==> config.mk <==
export PLATFORM = sky130hd
export DESIGN_NAME = dmem_bridge
export DESIGN_NICKNAME = d
export VERILOG_FILES = /design/src/rtl/dmem_bridge.sv
export SDC_FILE = /design/constraint.sdc
export NUM_CORES = 1
export LEC_CHECK = 0
export CORE_MARGIN = 1.5
export CORE_UTILIZATION = 40
export CTS_CLUSTER_DIAMETER = 120
export CTS_CLUSTER_SIZE = 12
export DETAILED_ROUTE_END_ITERATION = 10
export GPL_ROUTABILITY_DRIVEN = 0
export PLACE_DENSITY = 0.8
export REMOVE_ABC_BUFFERS = 1
export SYNTH_ARGS = -nofsm -noshare
export SYNTH_HDL_FRONTEND = slang
export SYNTH_SLANG_ARGS = --single-unit
==> constraint.sdc <==
create_clock -name clk -period 2.7 [get_ports clk]
set_input_delay 0.54 -clock clk [delete_from_list [all_inputs] [get_ports clk]]
set_output_delay 0.54 -clock clk [all_outputs]
set_load 0.01 [all_outputs]
==> src/rtl/dmem_bridge.sv <==
// dmem_bridge: memory-stage to data-memory bus bridge.
//
// Turns each M-stage load or store into exactly one req/ack bus transaction
// and holds the pipeline with stallM until the transaction finishes.
// Misaligned accesses never reach the bus; they complete at once with an
// error pulse. A transaction that sees no ack for TIMEOUT BUSY cycles is
// aborted with an error pulse.
//
// Handshake: mem_req rises on entry to BUSY and stays high, with mem_we,
// mem_addr and mem_wdata frozen, until the cycle in which mem_ack is sampled
// high (or the timeout expires). mem_ack is ignored whenever mem_req is low.
//
// Ports:
//   clk, rst      clock, synchronous active-high reset
//   memreadM      M-stage load
//   memwriteM     M-stage store (wins over memreadM)
//   aluoutM       byte address
//   writedataM    store data
//   readdataM     registered load data (ERRDATA on error)
//   stallM        combinational pipeline hold
//   memerrM       one-cycle error pulse (misaligned or timeout)
//   mem_req/mem_we/mem_addr/mem_wdata   registered bus request
//   mem_ack/mem_rdata                   bus response
//   o_dbg_state   current FSM state (0 IDLE, 1 BUSY, 2 DONE)
`timescale 1ns/1ps
module dmem_bridge #(
  parameter int          TIMEOUT = 16,
  parameter logic [31:0] ERRDATA = 32'hDEADBEEF
) (
  input  logic        clk,
  input  logic        rst,
  input  logic        memreadM,
  input  logic        memwriteM,
  input  logic [31:0] aluoutM,
  input  logic [31:0] writedataM,
  output logic [31:0] readdataM,
  output logic        stallM,
  output logic        memerrM,
  output logic        mem_req,
  output logic        mem_we,
  output logic [31:0] mem_addr,
  output logic [31:0] mem_wdata,
  input  logic        mem_ack,
  input  logic [31:0] mem_rdata,
  output logic [1:0]  o_dbg_state
);

  localparam int CW = $clog2(TIMEOUT) + 1;

  typedef enum logic [1:0] {
    S_IDLE = 2'd0,
    S_BUSY = 2'd1,
    S_DONE = 2'd2
  } state_t;

  state_t         r_state;
  logic [CW-1:0]  r_count;
  logic [31:0]    r_readdata;
  logic           r_memerr;
  logic           r_req;
  logic           r_we;
  logic [31:0]    r_addr;
  logic [31:0]    r_wdata;

  logic w_acc;
  logic w_misaligned;
  logic w_timeout;

  assign w_acc        = memreadM | memwriteM;
  assign w_misaligned = (aluoutM[1:0] != 2'b00);
  assign w_timeout    = (r_count == CW'(TIMEOUT - 1));

  // Stall is combinational so the pipeline freezes in the same cycle the
  // access is first seen in IDLE; DONE always releases it for one cycle.
  always_comb begin
    stallM = 1'b0;
    case (r_state)
      S_IDLE:  stallM = w_acc;
      S_BUSY:  stallM = 1'b1;
      default: stallM = 1'b0;
    endcase
  end

  always_ff @(posedge clk) begin
    if (rst) begin
      r_state    <= S_IDLE;
      r_count    <= '0;
      r_readdata <= 32'h0;
      r_memerr   <= 1'b0;
      r_req      <= 1'b0;
      r_we       <= 1'b0;
      r_addr     <= 32'h0;
      r_wdata    <= 32'h0;
    end else begin
      // Error flag is a pulse: only the transition into DONE may raise it.
      r_memerr <= 1'b0;
      case (r_state)
        S_IDLE: begin
          if (w_acc) begin
            if (w_misaligned) begin
              r_state  <= S_DONE;
              r_memerr <= 1'b1;
              if (!memwriteM) r_readdata <= ERRDATA;
            end else begin
              r_state <= S_BUSY;
              r_req   <= 1'b1;
              r_we    <= memwriteM;
              r_addr  <= {aluoutM[31:2], 2'b00};
              r_wdata <= writedataM;
              r_count <= '0;
            end
          end
        end
        S_BUSY: begin
          // An ack in the last allowed cycle still completes normally.
          if (mem_ack) begin
            if (!r_we) r_readdata <= mem_rdata;
            r_req   <= 1'b0;
            r_state <= S_DONE;
          end else if (w_timeout) begin
            if (!r_we) r_readdata <= ERRDATA;
            r_memerr <= 1'b1;
            r_req    <= 1'b0;
            r_state  <= S_DONE;
          end else begin
            r_count <= r_count + CW'(1);
          end
        end
        S_DONE: begin
          r_state <= S_IDLE;
        end
        default: begin
          r_state <= S_IDLE;
          r_req   <= 1'b0;
        end
      endcase
    end
  end

  assign readdataM   = r_readdata;
  assign memerrM     = r_memerr;
  assign mem_req     = r_req;
  assign mem_we      = r_we;
  assign mem_addr    = r_addr;
  assign mem_wdata   = r_wdata;
  assign o_dbg_state = r_state;

endmodule

== After elaboration in Yosys (flattened, before gate mapping) ==
Index checks and enable logic that the tools add are counted.
Word-level totals
  register bits: 104
  bits of input ports: 101
  word-level logic and storage cells: 60
Operators by class
  add/sub/neg operators: 1
  eq/ne operators: 11
  multiplexer cells: 29
  bitwise operators: 3
  reduce and logical (&&, ||, !) cells: 8
Operators by type and width (count)
  2-to-1 mux 32 bit: 7
  one-hot mux 32 bit (2 select lines): 1
  2-to-1 mux 5 bit: 4
  != test 2 bit (second input constant): 7
  one-hot mux 5 bit (2 select lines): 1
  2-to-1 mux 1 bit: 8
  2-to-1 mux 2 bit: 4
  AND reduction 6 bit: 1
  adder 5 x 1 -> 5 bit (second input constant): 1
  == test 5 x 4 -> 1 bit (second input constant): 1
  AND reduction 5 bit: 1
  one-hot mux 1 bit (2 select lines): 2
  one-hot mux 2 bit (2 select lines): 1
  AND reduction 4 bit: 1
  nonzero test 2 bit: 2
  != test 3 bit (second input constant): 1
  one-hot mux 1 bit (3 select lines): 1
  AND reduction 3 bit: 1
  == test 2 x 1 -> 1 bit (second input constant): 1
  == test 2 bit (second input constant): 1
  zero test 2 bit: 1
  NOT 1 bit: 2
  AND reduction 2 bit: 1
  bitwise OR 1 bit: 1

== Logic depth before layout (Yosys ltp) ==
  depth after elaboration: 4
  gate-level depth with buffers: 7
  gate-level depth less buffers: 6

== Least setup slack after synthesis ==
Ideal clock, no wire load.
  path type: register to register
  from: register r_count[0]
  to: register r_count[0]
  library setup time: 0.069 ns
  arrival: 1.805 ns
  required time: 2.631 ns
  slack: 0.826 ns
  stages on the path, launching flop included: 7
  path buffers: 0
  clock period less this slack: 1.874 ns
  cell sequence: dfxtp_1 ha_1 and3_1 ha_1 or4b_4 or3_1 o21ai_1
Between the ends
  longest elaborated chain between the ends: 4
Ends and longest elaborated chain
  start, declared: line 57  | logic [CW-1:0] r_count;
  start signal, assigned: line 126  | r_count <= r_count + CW'(1);
  adder 5 x 1 -> 5 bit: line 126
  2-to-1 mux 5 bit: line 120  | end else if (w_timeout) begin
  2-to-1 mux 5 bit: line 116  | if (mem_ack) begin
  one-hot mux 5 bit (2 select lines): line 97  | case (r_state)
Several ways; a longest one is shown, not always the timed one. The select of a mux whose other input is x is not followed.
A chain may end at the register's enable or synchronous reset.

== Worst setup path in the final report ==
  from: input port memwriteM
  to: output port stallM
Between the ends
  longest elaborated chain between the ends: 2
Ends and longest elaborated chain
  start, declared: line 33  | input logic memwriteM,
  bitwise OR 1 bit: line 69  | assign w_acc = memreadM | memwriteM;
  one-hot mux 1 bit (2 select lines): line 77  | case (r_state)
  end, declared: line 37  | output logic stallM,
No other way between the ends.

==> flow_summary.json <==
{
  "synth_area_um2": 4090,
  "layout-drive-gt1-share_pct": 8.74,
  "synth_compound_area_share_pct": 25.0,
  "p_switching_uw": 777,
  "htreeDepth": 3,
  "post_cts_buffers": 0,
  "crit_fanout": 5,
  "outcome": "completed",
  "internal-power_uw": 2340,
  "path_common_cell": "clkdlybuf4s50_1",
  "clkSinkCount": 104,
  "cts_buffers": 9,
  "yosys-mux-area-fraction_pct": 1.96,
  "p_total_uw": 3120,
  "grt_pass1_vias": 3863,
  "p_leak_uw": 0.00212,
  "clock.fmax_mhz": 414,
  "cap_viol_max_count": 0,
  "synth_top_family_by_area": "compound AO/OA/AOI/OAI gates",
  "grt_overflow": 0,
  "max-slew-margin-rel_pct": 54.2,
  "drc": 0,
  "synth.avg_cell_area_um2": 9.28,
  "synth-edff-count": 0,
  "via_per_inst": 5.38,
  "p_per_area_nw_per_um2": 498,
  "grt_usage_pct": 22.2,
  "worstSetupEndpointType": "primary output",
  "yosysWarnings": 0,
  "nets": 717,
  "synth_fa_ha_area_share_pct": 0.611,
  "start_util_pct": 41.5,
  "worstPathArrival_ps": 1880,
  "hold_buffers": 0,
  "rows": 36,
  "drtIter0Drc": 212,
  "worst_pin_slew_ps": 686,
  "critPathSlowestCell": "clkdlybuf4s50_1",
  "postRouteAntennaNets": 0,
  "io-pin-count": 203,
  "path_buf_inv": 2,
  "clkPwrFrac_pct": 27.8,
  "area_growth_pct": 52.9,
  "clockBufferDepth": 2,
  "clk_latency_ps": 350,
  "grt_max_degree": 68,
  "synth_cell_types": 38,
  "finalMaxSlewViolations": 0,
  "cp_top_family": "buffers and inverters",
  "vdd_drop_max_mv": 0.304,
  "die_h_um": 104,
  "routed_wl_um": 12100,
  "cts.repair.resized": 0,
  "port_buffers": 200,
  "synth_xor_area_share_pct": 0,
  "grt_setup_unrepaired": "false",
  "netlist.top_cell.by_area": "dfxtp_1",
  "ys_seq_area_share_pct": 50.9,
  "yosys-top-cells-area": "dfxtp_1 51%, a21oi_1 8.2%, o21ai_0 7.9%",
  "async_reset_ff_share_pct": 0,
  "cp_slowest_stage_delay_ps": 590,
  "setup_tns_ps": 0,
  "synth_common_cells": "104 x dfxtp_1, 67 x a21oi_1, 65 x o21ai_0",
  "die_w_um": 104,
  "switching_share_pct": 24.9,
  "syn-instance-count": 441,
  "core_area_um2": 9860,
  "antenna_found_initial": 0,
  "cts_tree": "done",
  "setup_viol_count_final": 0,
  "synth_top_area_share_pct": 50.9,
  "hold-worst-slack_ps": 466,
  "die-area_um2": 10900,
  "crit_chain": "clkdlybuf4s50_1 -> nor3_1 -> nor2_1 -> clkdlybuf4s50_1",
  "cts.clk_slew.worst_paths_ps": 90,
  "yosysMostFrequentCell": "dfxtp_1",
  "period_minus_slack_ps": 2420,
  "first_pass_iters": 5,
  "finalHoldViolCount": 0,
  "comb_power_share_pct": 19.1,
  "synthSimpleGateAreaFrac_pct": 14.2,
  "required_ps": 2160,
  "hold_path_class": "register to register",
  "n_antenna_cell": 0,
  "hpwlAfterDp_um": 8150,
  "synthFlopType": "dfxtp_1",
  "ys_ff_latch": 104,
  "pwr-share-seq_pct": 53.1,
  "cp-start-kind": "input port",
  "fin_util_pct": 63.5,
  "setup.worst_path.class": "input port to primary output",
  "worst_clock_skew_ps": 5.49,
  "routedWlPerCell_um": 16.1,
  "finalCritPeriodShare_pct": 89.5,
  "grt_pass1_wl_um": 19500,
  "route.vias.total": 4044,
  "cts_root_buffer": "clkbuf_8"
}
[worst min-delay path: cells and delay by family, from the launching register on]
family / cells / cell delay [ps]
flip-flops: 1 / 320
AND/OR/NAND/NOR: 1 / 50
AO/OA/AOI/OAI: 1 / 50
[cells by family after synthesis]
| family | count (synthesis) |
|---|---|
| muxes | 8 |
| and+or+nand+nor | 107 |
| other | 1 |
| DFF | 104 |
| AOI/OAI and AO/OA | 167 |
| adders and majority gates | 2 |
| buffers and inverters | 52 |
[path summary, 6_finish.rpt]
kind | startpoint | to | slack, ps | cells after the start
setup / recovery | memwriteM | stallM | 280 | 4
hold / removal | mem_req | mem_req | 470 | 2
setup reg to reg | r_count[0] | r_count[3] | 580 | 6
hold reg to reg | mem_req | mem_req | 470 | 2
[power by group through the flow]
stage	combinational, uW	clock, uW	sequential (uW)
floorplan	169	0	1720
global placement	587	0	1690
detailed placement	597	0	1690
CTS	600	895	1660
global route	638	962	1670
finish	596	866	1660
[sequential cells by signal, indices dropped and copies added (netlist names)]
name / count
readdataM: 32
mem_wdata: 32
o_dbg_state: 2
r_count: 5
mem_req: 1
mem_we: 1
memerrM: 1
mem_addr: 30
[final cells by class]
cell class              instances  area [um2]
clock buffers                  15         166
flip-flops and latches        104        2080
well taps                     133         166
multi-input cells             286        1720
repair buffers                210        2110
inverters                       3        11.3
fillers                       815        3600
[metal layers]
| layer | global-route usage, % | part of all wire, % |
|---|---|---|
| met1 | 28.4 | 45 |
| met2 | 33.9 | 44 |
| met3 | 9.71 | 10 |
| met4 | 6.25 | 1.3 |
| met5 | 0 | 0 |
[per-stage QoR]
stage	setup slack, ps	instances	cell area [um2]
floorplan	-39.4	393	3810
global placement	312	736	6090
detailed placement	291	736	6090
CTS	287	751	6260
global route	251	751	6260
finish	283	751	6260
[layout by cell type, fill, tap and decap left out, types with 4 or more instances in the layout]
master           netlist  routed
clkdlybuf4s50_1        0     199
nand3_1               63      63
buf_4                  4       7
mux2i_1                8       8
clkbuf_8               0      11
clkbuf_1              29       4
nand3b_1               4       4
o221a_2               23      23
o21ai_0               65      65
a21oi_1               67      67
dfxtp_1              104     104
nand2_1               21      21
Note: power is estimated with default switching activity, not from simulation.
